### src/rtl/uart_tx_fifo.sv
// uart_tx_fifo: transmit byte FIFO in front of the UART transmitter.
// Producers push bytes with WrEn/WrData; bytes are handed one at a time to the
// transmitter over the TxData/TxEn/TxDone level handshake.
module uart_tx_fifo #(
    parameter int unsigned DEPTH = 16,
    parameter int unsigned AW    = 4
) (
    input  logic          Clk,
    input  logic          Rst_n,
    input  logic          WrEn,
    input  logic [7:0]    WrData,
    output logic          Full,
    output logic          Empty,
    output logic [AW:0]   Count,
    output logic          Overflow,
    output logic [7:0]    TxData,
    output logic          TxEn,
    input  logic          TxDone,
    output logic          Busy
);

    localparam logic [AW:0] FullCount = (AW + 1)'(DEPTH);

    typedef enum logic [1:0] {
        StIdle,
        StSend,
        StGap
    } stateT;

    stateT         state;
    logic [7:0]    mem [DEPTH];
    logic [AW-1:0] wrPtr;
    logic [AW-1:0] rdPtr;
    logic [AW:0]   count;
    logic          overflow;
    logic          txEn;
    logic [7:0]    txData;
    logic          wrAccept;
    logic          pop;

    // Flags decode the registered count, so a write in the cycle Full is high is
    // dropped even if a pop frees a slot on the same edge.
    assign Full     = (count == FullCount);
    assign Empty    = (count == '0);
    assign Count    = count;
    assign Overflow = overflow;
    assign TxData   = txData;
    assign TxEn     = txEn;
    assign Busy     = (state != StIdle);

    // Reset (active high despite the name) blocks both transfers outright.
    assign wrAccept = WrEn && !Full && !Rst_n;
    assign pop      = (state == StIdle) && !Empty && !Rst_n;

    // Storage array; contents are not cleared by reset and only read behind rdPtr.
    always_ff @(posedge Clk) begin
        if (wrAccept) begin
            mem[wrPtr] <= WrData;
        end
    end

    // Pointers, occupancy and the sticky overflow flag.
    always_ff @(posedge Clk) begin
        if (Rst_n) begin
            wrPtr    <= '0;
            rdPtr    <= '0;
            count    <= '0;
            overflow <= 1'b0;
        end else begin
            if (wrAccept) begin
                wrPtr <= wrPtr + 1'b1;
            end
            if (pop) begin
                rdPtr <= rdPtr + 1'b1;
            end
            if (WrEn && Full) begin
                overflow <= 1'b1;
            end
            if (wrAccept && !pop) begin
                count <= count + 1'b1;
            end else if (pop && !wrAccept) begin
                count <= count - 1'b1;
            end
        end
    end

    // Transmit handshake FSM with registered TxEn/TxData; GAP waits for TxDone to
    // drop so one long TxDone level cannot complete two bytes.
    always_ff @(posedge Clk) begin
        if (Rst_n) begin
            state  <= StIdle;
            txEn   <= 1'b0;
            txData <= 8'h00;
        end else begin
            case (state)
                StIdle: begin
                    if (pop) begin
                        txData <= mem[rdPtr];
                        txEn   <= 1'b1;
                        state  <= StSend;
                    end
                end
                StSend: begin
                    if (TxDone) begin
                        txEn  <= 1'b0;
                        state <= StGap;
                    end
                end
                StGap: begin
                    if (!TxDone) begin
                        state <= StIdle;
                    end
                end
                default: begin
                    txEn  <= 1'b0;
                    state <= StIdle;
                end
            endcase
        end
    end

endmodule

### config.mk
export PLATFORM = sky130hd
export DESIGN_NAME = uart_tx_fifo
export DESIGN_NICKNAME = d
export VERILOG_FILES = /design/src/rtl/uart_tx_fifo.sv
export SDC_FILE = /design/constraint.sdc
export NUM_CORES = 1
export LEC_CHECK = 0
export ABC_AREA = 1
export CAP_MARGIN = 20
export CORE_AREA = 2 2 140 115
export CTS_BUF_LIST = sky130_fd_sc_hd__clkbuf_8
export DETAILED_ROUTE_END_ITERATION = 10
export DIE_AREA = 0 0 142 117
export MAX_ROUTING_LAYER = met4
export PLACE_DENSITY = 0.72
export RECOVER_POWER = 50
export SKIP_CTS_REPAIR_TIMING = 1
export SLEW_MARGIN = 20
export SYNTH_ARGS = -nofsm -noshare
export SYNTH_HDL_FRONTEND = slang
export SYNTH_SLANG_ARGS = --single-unit
export TNS_END_PERCENT = 1
### constraint.sdc
create_clock -name Clk -period 4.1 [get_ports Clk]
set_input_delay 0.82 -clock Clk [delete_from_list [all_inputs] [get_ports Clk]]
set_output_delay 0.82 -clock Clk [all_outputs]
set_load 0.01 [all_outputs]
==> flow_metrics.env, run 1 <==
export IMPL_outcome="complete, no violations"
export IMPL_finalSetupViolCount=0
export IMPL_grt_use_total_pct=19.9
export IMPL_whs_ns=0.459
export IMPL_io_pins=30
export IMPL_syn_area_um2=6700
export IMPL_start_util_pct=43.7
export IMPL_clkLatencyLatePin_ns=0.45
export IMPL_sw_frac_of_total_pct=34.8
export IMPL_final_max_slew_viol_count=0
export IMPL_die_w_um=142
export IMPL_fin_crit_sh_pct=76.8
export IMPL_crit_chain="dlygate4sd3_1 -> clkbuf_1 -> nor2_1 -> ha_1 -> inv_1 -> ha_1 -> a21oi_1 -> o21ai_0 -> and2_1 -> o21bai_1 -> a21oi_1"
export IMPL_num_rows=41
export IMPL_final_cells=909
export IMPL_hold_viol=0
export IMPL_worstReg2RegStart="Count[1]"
export IMPL_grt_pass1_vias=4317
export IMPL_cp_max_fo=13
export IMPL_worst_setup_path_end_kind="register"
export IMPL_vias=4637
export IMPL_clk_pin_slew_worst_paths_ns=0.08
export IMPL_rsz0062_at_grt="false"
export IMPL_max_clock_freq_ghz=0.318
export IMPL_wl_per_cell_um=16.5
export IMPL_grt_max_degree=66
export IMPL_drc=0
export IMPL_layout_min_cycle_time_ns=3.15
export IMPL_yosys_warnings=0
export IMPL_clock_skew_ns=0.0106
export IMPL_cp_data_required_time_ns=4.41
export IMPL_hpwl_um=9520
export IMPL_yosys_top_cells_area="edfxtp_1, nand2_1, dfxtp_1"
export IMPL_dr_pass1_iters=5
export IMPL_core_um2=15300
export IMPL_cts_buffers=17
export IMPL_tightestPinTransition_ns=1.14
export IMPL_gp_congestion=0.941
export IMPL_crit_type="in2reg"
export IMPL_viasPerCell=5.10
export IMPL_slew_headroom_pct=23.7
export IMPL_ys_seq_elements=153
export IMPL_pwr_share_comb_pct=31.5
export IMPL_synth_top_area_share_pct=57.4
export IMPL_slowest_stage="clkbuf_1"
export IMPL_total_power_mw=4.50
export IMPL_cts_tree="built"
export IMPL_diodes=0
export IMPL_drt_iter0_markers=455
export IMPL_critPathLaunch="Rst_n"
export IMPL_worstRegToRegCells=12
export IMPL_cp_data_arrival_time_ns=3.46
export IMPL_dieArea_um2=16600
export IMPL_cts_sinks=153
export IMPL_h_tree_depth=4
export IMPL_drtAntennaViolNets=0
export IMPL_syn_inst=678
export IMPL_p_leak_nw=3.15
export IMPL_endpoint="Count[4]"
export IMPL_max_vdd_ir_drop_v=0.000362
export IMPL_antenna_found_initial=0
export IMPL_r2r_slack_ns=1.46
export IMPL_hold_class="reg2reg"
export IMPL_clockBufferDepth=2
export IMPL_root_buffer="clkbuf_8"
export IMPL_totalWireLength_um=15000
export IMPL_cpPeakStageDelay_ns=0.53
export IMPL_grt_pass1_wl_um=23700
export IMPL_synth_distinct_cells=29
export IMPL_tns_ns=0
export IMPL_cellPowerDensity_nw_per_um2=599
export IMPL_io_buffers=29
export IMPL_maxCapViolations=0
export IMPL_fin_util_pct=48.9
export IMPL_grt_ovfl_total=0
export IMPL_start_kind="primary input"
export IMPL_die_y_um=117
export IMPL_syn_num_nets=701
export IMPL_power_switching_mw=1.57
export IMPL_clkPwrFrac_pct=27.0
export IMPL_dp_cells=877
export IMPL_drive_gt1_share_pct=5.45
export IMPL_nets=726
export IMPL_p_seq_share_pct=41.5
export IMPL_avgSynthCellArea_um2=9.88
export IMPL_reg2reg_to="Count[4]"
export IMPL_layout_area_overhead_vs_synth_pct=12.0
export IMPL_yosysTopAreaCell="edfxtp_1"
export IMPL_seq_area_frac_synth_pct=64.8
export IMPL_internal_power_mw=2.93
==> area by class of cell <==
cell class,count,area [µm²]
clock buffers,17,234
clock inverters,15,184
fillers,1381,7840
inverters,95,357
multi-input cells,403,1820
flip-flops and latches,153,4350
well taps,193,241
repair buffers,33,317
==> per-layer routing <==
| metal | track usage, % | share of wire, % |
|---|---|---|
| met1 | 27.7 | 46 |
| met2 | 28.8 | 44 |
| met3 | 5.21 | 8.2 |
| met4 | 5.93 | 1.7 |
| met5 | - | 0 |
==> cell families after synthesis <==
family          count (synthesis)  synth area share, %
simple gates                  364                 22.8
fa+ha+maj                      11                 2.17
xor+xnor                        3                0.392
compound gates                 25                 2.02
buf+inv                       122                 7.82
flops                         153                 64.8
==> Yosys cell counts (all sizes together) <==
cell,count
nor2,31
nand3,93
ha,10
clkinv,1
clkbuf,1
nor3,3
nor3b,1
a211oi,2
dfxtp,25
inv,94
o21ai,8
o211ai,1
xnor2,1
buf,26
fa,1
a21oi,13
edfxtp,128
nand2,233
and2,1
xor2,2
o21bai,1
nand4,2
==> how the worst min path moves through the flow <==
stage | cells after the start | slack [ns] | startpoint | end
after global routing | 1 | 0.47 | state[0] | state[1]
after floorplan | 1 | 0.43 | state[1] | state[1]
after detailed placement | 1 | 0.45 | state[0] | state[1]
after global placement | 1 | 0.45 | state[0] | state[1]
final | 1 | 0.46 | state[0] | state[1]
after CTS | 1 | 0.45 | state[0] | state[1]
==> through the flow <==
stage / setup slack (ns) / cell area, µm²
global route: 0.787 / 7500
floorplan: 1.75 / 6700
CTS: 1.45 / 7510
detailed placement: 0.987 / 7100
global placement: 0.989 / 7100
finish: 0.952 / 7500
==> state kept, by name (all words and copies together) (netlist names) <==
register	cells
wrPtr	4
Count	5
TxEn	1
TxData	8
rdPtr	4
Overflow	1
mem	128
state	2
==> critical path: cells and delay by family <==
kind	cells	cell delay, ns
buffers and inverters	3	1.19
adder cells (fa/ha/maj)	2	0.61
AND/OR/NAND/NOR	2	0.43
AO/OA/AOI/OAI	4	0.40
==> power groups by stage <==
stage / Combinational, mW / Sequential [mW] / Clock (mW)
finish: 1.42 / 1.87 / 1.21
CTS: 1.42 / 1.87 / 1.22
global placement: 1.40 / 1.90 / 0
detailed placement: 1.41 / 1.90 / 0
global route: 1.60 / 1.88 / 1.28
floorplan: 0.954 / 1.91 / 0
==> placed cells by master, fill, tap and decap left out, types with 2 or more instances in the layout <==
cell,n
o21ai_0,8
buf_4,3
inv_2,4
nor3_1,2
clkbuf_8,17
nand3_1,93
bufinv_16,4
a211oi_1,2
ha_1,10
a21oi_1,13
edfxtp_1,128
xor2_1,2
clkdlybuf4s50_1,12
clkinv_1,4
dfxtp_1,24
nand4_1,2
dlygate4sd3_1,17
inv_1,92
nand2_1,232
clkinvlp_4,3
nor2_1,30
Power figures use the tool's default switching activity.
==> run 2, diff against run 1 <==
Settings changed: PLACE_DENSITY 0.72 to 0.75.
Clock period 4.1 ns to 2.85 ns, I/O delays scaled along.
==> run 2 against run 1 <==
Compared with the run above:
- via count up 0.78%
- register-to-register slack got worse by 1.1 ns
- global-route usage shrank 0.71 points
- clock-buffer cell count unchanged
- power up 50%
- cell count up 2.3%
- critical path depth is 2 higher
- combinational power grew 49%
- critical endpoint unchanged
==> flow_metrics.env, run 2 (synthesis gave the netlist of run 1 again) <==
export IMPL_cts_buffers=17
export IMPL_clk_pin_slew_worst_paths_ns=0.08
export IMPL_nets=747
export IMPL_clockBufferDepth=2
export IMPL_layout_min_cycle_time_ns=2.51
export IMPL_grt_use_total_pct=19.2
export IMPL_grt_ovfl_total=0
export IMPL_cp_data_arrival_time_ns=2.84
export IMPL_cellPowerDensity_nw_per_um2=872
export IMPL_dieArea_um2=16600
export IMPL_final_cells=930
export IMPL_drt_iter0_markers=426
export IMPL_fin_crit_sh_pct=88.2
export IMPL_cts_sinks=153
export IMPL_diodes=0
export IMPL_crit_type="reg2reg"
export IMPL_layout_area_overhead_vs_synth_pct=15.1
export IMPL_hold_class="reg2reg"
export IMPL_die_y_um=117
export IMPL_clock_skew_ns=0.0149
export IMPL_drtAntennaViolNets=0
export IMPL_slowest_stage="dfxtp_1"
export IMPL_totalWireLength_um=14700
export IMPL_antenna_found_initial=0
export IMPL_gp_congestion=0.885
export IMPL_p_leak_nw=3.27
export IMPL_holdPathStages=1
export IMPL_core_um2=15300
export IMPL_place_area_um2=7270
export IMPL_die_w_um=142
export IMPL_hold_viol=0
export IMPL_io_pins=30
export IMPL_fin_util_pct=50.3
export IMPL_grt_pass1_vias=4340
export IMPL_drc=0
export IMPL_reg2reg_to="Count[4]"
export IMPL_viasPerCell=5.02
export IMPL_vias=4673
export IMPL_tightestPinTransition_ns=1.39
export IMPL_worst_path_buf_inv=3
export IMPL_pwr_share_comb_pct=31.5
export IMPL_cpPeakStageDelay_ns=0.45
export IMPL_clkPwrFrac_pct=28.6
export IMPL_r2r_slack_ns=0.34
export IMPL_worstReg2RegStart="Count[2]"
export IMPL_clkLatencyLatePin_ns=0.45
export IMPL_power_switching_mw=2.27
export IMPL_rsz0062_at_grt="false"
export IMPL_dr_pass1_iters=5
export IMPL_worstRegToRegCells=13
export IMPL_cp_data_required_time_ns=3.18
export IMPL_whs_ns=0.466
export IMPL_hpwl_um=9280
export IMPL_sw_frac_of_total_pct=33.7
export IMPL_finalSetupViolCount=0
export IMPL_crit_chain="inv_1 -> nand4_1 -> nand2_1 -> nor2_4 -> inv_2 -> ha_1 -> inv_1 -> ha_1 -> a21oi_1 -> o21ai_0 -> and2_1 -> o21bai_1 -> a21oi_1"
export IMPL_final_cell_mix="nand2_1, edfxtp_1, nand3_1, inv_1, nor2_1"
export IMPL_final_max_slew_viol_count=0
export IMPL_min_from="state[0]"
export IMPL_max_clock_freq_ghz=0.398
export IMPL_worst_setup_path_end_kind="register"
export IMPL_max_vdd_ir_drop_v=0.000476
export IMPL_dp_cells=898
export IMPL_tns_ns=0
export IMPL_outcome="complete, no violations"
export IMPL_largest_reg_flops=128
export IMPL_grt_max_degree=66
export IMPL_root_buffer="clkbuf_8"
export IMPL_io_buffers=29
export IMPL_slew_headroom_pct=7.27
export IMPL_num_rows=41
export IMPL_start_util_pct=43.7
export IMPL_total_power_mw=6.72
export IMPL_cts_tree="built"
export IMPL_drive_gt1_share_pct=7.73
export IMPL_finalInstanceArea_um2=7710
export IMPL_place_ws_ns=0.123
export IMPL_maxCapViolations=0
export IMPL_hold_end="state[1]"
export IMPL_final_common_cell="nand2_1"
export IMPL_p_seq_share_pct=39.9
export IMPL_worst_slack_ns=0.335
export IMPL_largest_register="mem"
export IMPL_cp_top_family="simple AND/OR/NAND/NOR gates"
export IMPL_start_kind="register"
export IMPL_cp_max_fo=6
export IMPL_internal_power_mw=4.46
export IMPL_wl_per_cell_um=15.8
export IMPL_grt_pass1_wl_um=22700
export IMPL_h_tree_depth=4
run 2: changes by cell type in the layout (fill, tap and decap cells not counted), sizes merged:
cell           before  now
inv                97   98
clkbuf             18   22
buf                 3   20
bufinv              4    6
clkinv              6    3
dlygate4sd3        17    9
clkdlybuf4s50      12   20
run 2: layout make-up:
cell class / instances / area [µm²]
Inverter: 95 / 357
Clock buffer: 17 / 234
Fill cell: 1327 / 7630
Multi-Input combinational cell: 403 / 1820
Timing Repair Buffer: 54 / 473
Tap cell: 193 / 241
Clock inverter: 15 / 235
Sequential cell: 153 / 4340
run 2: worst max path at each step:
stage          startpoint  endpoint  cells past startpoint
2_1_floorplan    Count[1]  Count[4]                     13
3_3_place_gp         WrEn  Count[4]                     11
3_5_place_dp         WrEn  Count[4]                     11
4_1_cts          Count[2]  Count[4]                     12
5_1_grt          Count[0]  Count[4]                     13
6_report         Count[2]  Count[4]                     13
run 2: worst reg2reg max path: stages, from the launching register on:
cell and delay, ns:
dfxtp_1 0.45, inv_1 0.11, nand4_1 0.15, nand2_1 0.19, nor2_4 0.14, inv_2 0.05, ha_1 0.23, inv_1 0.14
ha_1 0.28, a21oi_1 0.12, o21ai_0 0.12, and2_1 0.17, o21bai_1 0.16, a21oi_1 0.09
run 2: power by group through the flow:
stage / combinational (mW) / clock, mW / sequential [mW]
final: 2.12 / 1.92 / 2.68
after global routing: 2.36 / 2.04 / 2.69
after CTS: 2.11 / 1.95 / 2.68
after detailed placement: 2.09 / 0 / 2.73
after global placement: 2.06 / 0 / 2.72
after floorplan: 1.37 / 0 / 2.75
run 2: layer usage:
metal	up-vias	track usage [%]	share of wire [%]
li1	2290	-	-
met1	2184	25.7	44
met2	182	28.8	46
met3	17	5.25	8.7
met4	0	5.67	1.4
met5	-	-	0
==> run 3, diff against run 2 <==
Settings changed: CORE_AREA 2 2 140 115 to 2 2 126 128, DIE_AREA 0 0 142 117 to 0 0 128 130, PLACE_DENSITY 0.75 to 0.74.
==> run 3 against run 2 <==
Compared with the run above:
- core utilization decreased by 0.37 points
- clock power shrank 3%
- power down 1.9%
- combinational power decreased by 3%
- via count is 0.81% lower
- global-route usage down 0.17 points
- clock skew fell by 0.0032 ns
- clock-buffer cell count is the same
- fmax grew 7.6%
==> flow_metrics.env, run 3 (synthesis gave the netlist of run 1 again) <==
export IMPL_grt_pass1_vias=4291
export IMPL_hpwl_um=9140
export IMPL_cts_sinks=153
export IMPL_tns_ns=0
export IMPL_drive_gt1_share_pct=8.14
export IMPL_crit_chain="nor2_1 -> nand4_1 -> nand2_1 -> nor2_4 -> inv_2 -> ha_1 -> inv_1 -> ha_1 -> a21oi_1 -> o21ai_0 -> and2_1 -> o21bai_1 -> a21oi_1"
export IMPL_die_y_um=130
export IMPL_num_rows=46
export IMPL_tightestPinTransition_ns=1.41
export IMPL_grt_use_total_pct=19.0
export IMPL_drtAntennaViolNets=0
export IMPL_totalWireLength_um=14500
export IMPL_drt_iter0_markers=388
export IMPL_grt_pass1_wl_um=22900
export IMPL_layout_min_cycle_time_ns=2.34
export IMPL_io_pins=30
export IMPL_clk_pin_slew_worst_paths_ns=0.08
export IMPL_worstReg2RegStart="Count[0]"
export IMPL_dieArea_um2=16600
export IMPL_wl_per_cell_um=15.7
export IMPL_cp_top_family="simple AND/OR/NAND/NOR gates"
export IMPL_io_buffers=29
export IMPL_hold_viol=0
export IMPL_start_util_pct=43.4
export IMPL_drc=0
export IMPL_fillers=1362
export IMPL_viasPerCell=4.99
export IMPL_clock_skew_ns=0.0117
export IMPL_clockBufferDepth=2
export IMPL_cellPowerDensity_nw_per_um2=857
export IMPL_largest_register="mem"
export IMPL_p_leak_nw=3.26
export IMPL_clkLatencyLatePin_ns=0.45
export IMPL_worst_slack_ns=0.513
export IMPL_place_ws_ns=0.119
export IMPL_max_clock_freq_ghz=0.428
export IMPL_rsz0062_at_grt="false"
export IMPL_finalSetupViolCount=0
export IMPL_start_kind="register"
export IMPL_cp_data_required_time_ns=3.17
export IMPL_vias=4635
export IMPL_critPathLaunch="Count[0]"
export IMPL_slowest_stage="dfxtp_1"
export IMPL_die_w_um=128
export IMPL_cpPeakStageDelay_ns=0.35
export IMPL_h_tree_depth=4
export IMPL_hold_class="reg2reg"
export IMPL_final_max_slew_viol_count=0
export IMPL_diodes=0
export IMPL_gp_congestion=0.853
export IMPL_core_um2=15400
export IMPL_max_vdd_ir_drop_v=0.000378
export IMPL_cp_data_arrival_time_ns=2.66
export IMPL_antenna_found_initial=0
export IMPL_slew_headroom_pct=6.09
export IMPL_root_buffer="clkbuf_8"
export IMPL_final_common_cell="nand2_1"
export IMPL_grt_max_degree=66
export IMPL_final_cell_mix="nand2_1, edfxtp_1, nand3_1, inv_1, nor2_1"
export IMPL_worst_setup_path_end_kind="register"
export IMPL_min_from="state[1]"
export IMPL_crit_type="reg2reg"
export IMPL_maxCapViolations=0
export IMPL_outcome="complete, no violations"
export IMPL_nets=747
export IMPL_cp_max_fo=6
export IMPL_grt_ovfl_total=0
export IMPL_largest_reg_flops=128
export IMPL_layout_area_overhead_vs_synth_pct=14.8
export IMPL_fin_crit_sh_pct=82.0
export IMPL_dr_pass1_iters=4
export IMPL_cts_tree="built"
export IMPL_worst_path_buf_inv=2
export IMPL_cts_buffers=17
-- run 3: cell types whose count changed in the layout (fill, tap and decap cells not counted), sizes merged --
cell and change:
bufinv -1, clkinv +4, clkinvlp -1, inv -2
-- run 3: metal layers --
metal | up-vias | global-route usage (%) | wire length (µm)
met1 | 2201 | 23.7 | 6260
met3 | 30 | 3.98 | 670
li1 | 2286 | - | -
met4 | 0 | 7.43 | 363
met2 | 118 | 30.7 | 7250
met5 | - | - | 0
-- run 3: worst paths after layout --
kind	endpoint	slack [ns]	cells past startpoint
hold / removal	state[1]	0.47	1
setup reg to reg	Count[4]	0.51	13
setup / recovery	Count[4]	0.51	13
hold reg to reg	state[1]	0.47	1
-- run 3: cell type report --
type                            count  area, µm²  share of cell area, %
Clock buffer                       17        234                   3.04
Clock inverter                     15        223                   2.89
Inverter                           95        357                   4.63
Multi-Input combinational cell    403       1820                   23.7
Sequential cell                   153       4340                   56.5
Tap cell                          192        240                   3.12
Timing Repair Buffer               54        473                   6.15
-- run 3: where the power goes --
part           internal, mW  switching [mW]  leakage [nW]  total (mW)
logic                 0.762            1.30          1.68        2.06
registers              2.57           0.108          1.36        2.68
clock network          1.04           0.811         0.224        1.86
-- run 3: stage by stage --
stage / total power, mW / hold WS (ns) / instance area [µm²] / utilization (%) / instances
after floorplan: 4.12 / 0.428 / 6700 / - / 678
final: 6.59 / 0.470 / 7690 / 49.9 / 929
after detailed placement: 4.81 / 0.458 / 7260 / 47.1 / 897
after global routing: 7.00 / 0.490 / 7690 / 49.9 / 929
after CTS: 6.64 / 0.470 / 7720 / 50.1 / 929
after global placement: 4.76 / 0.438 / 7260 / 47.1 / 897
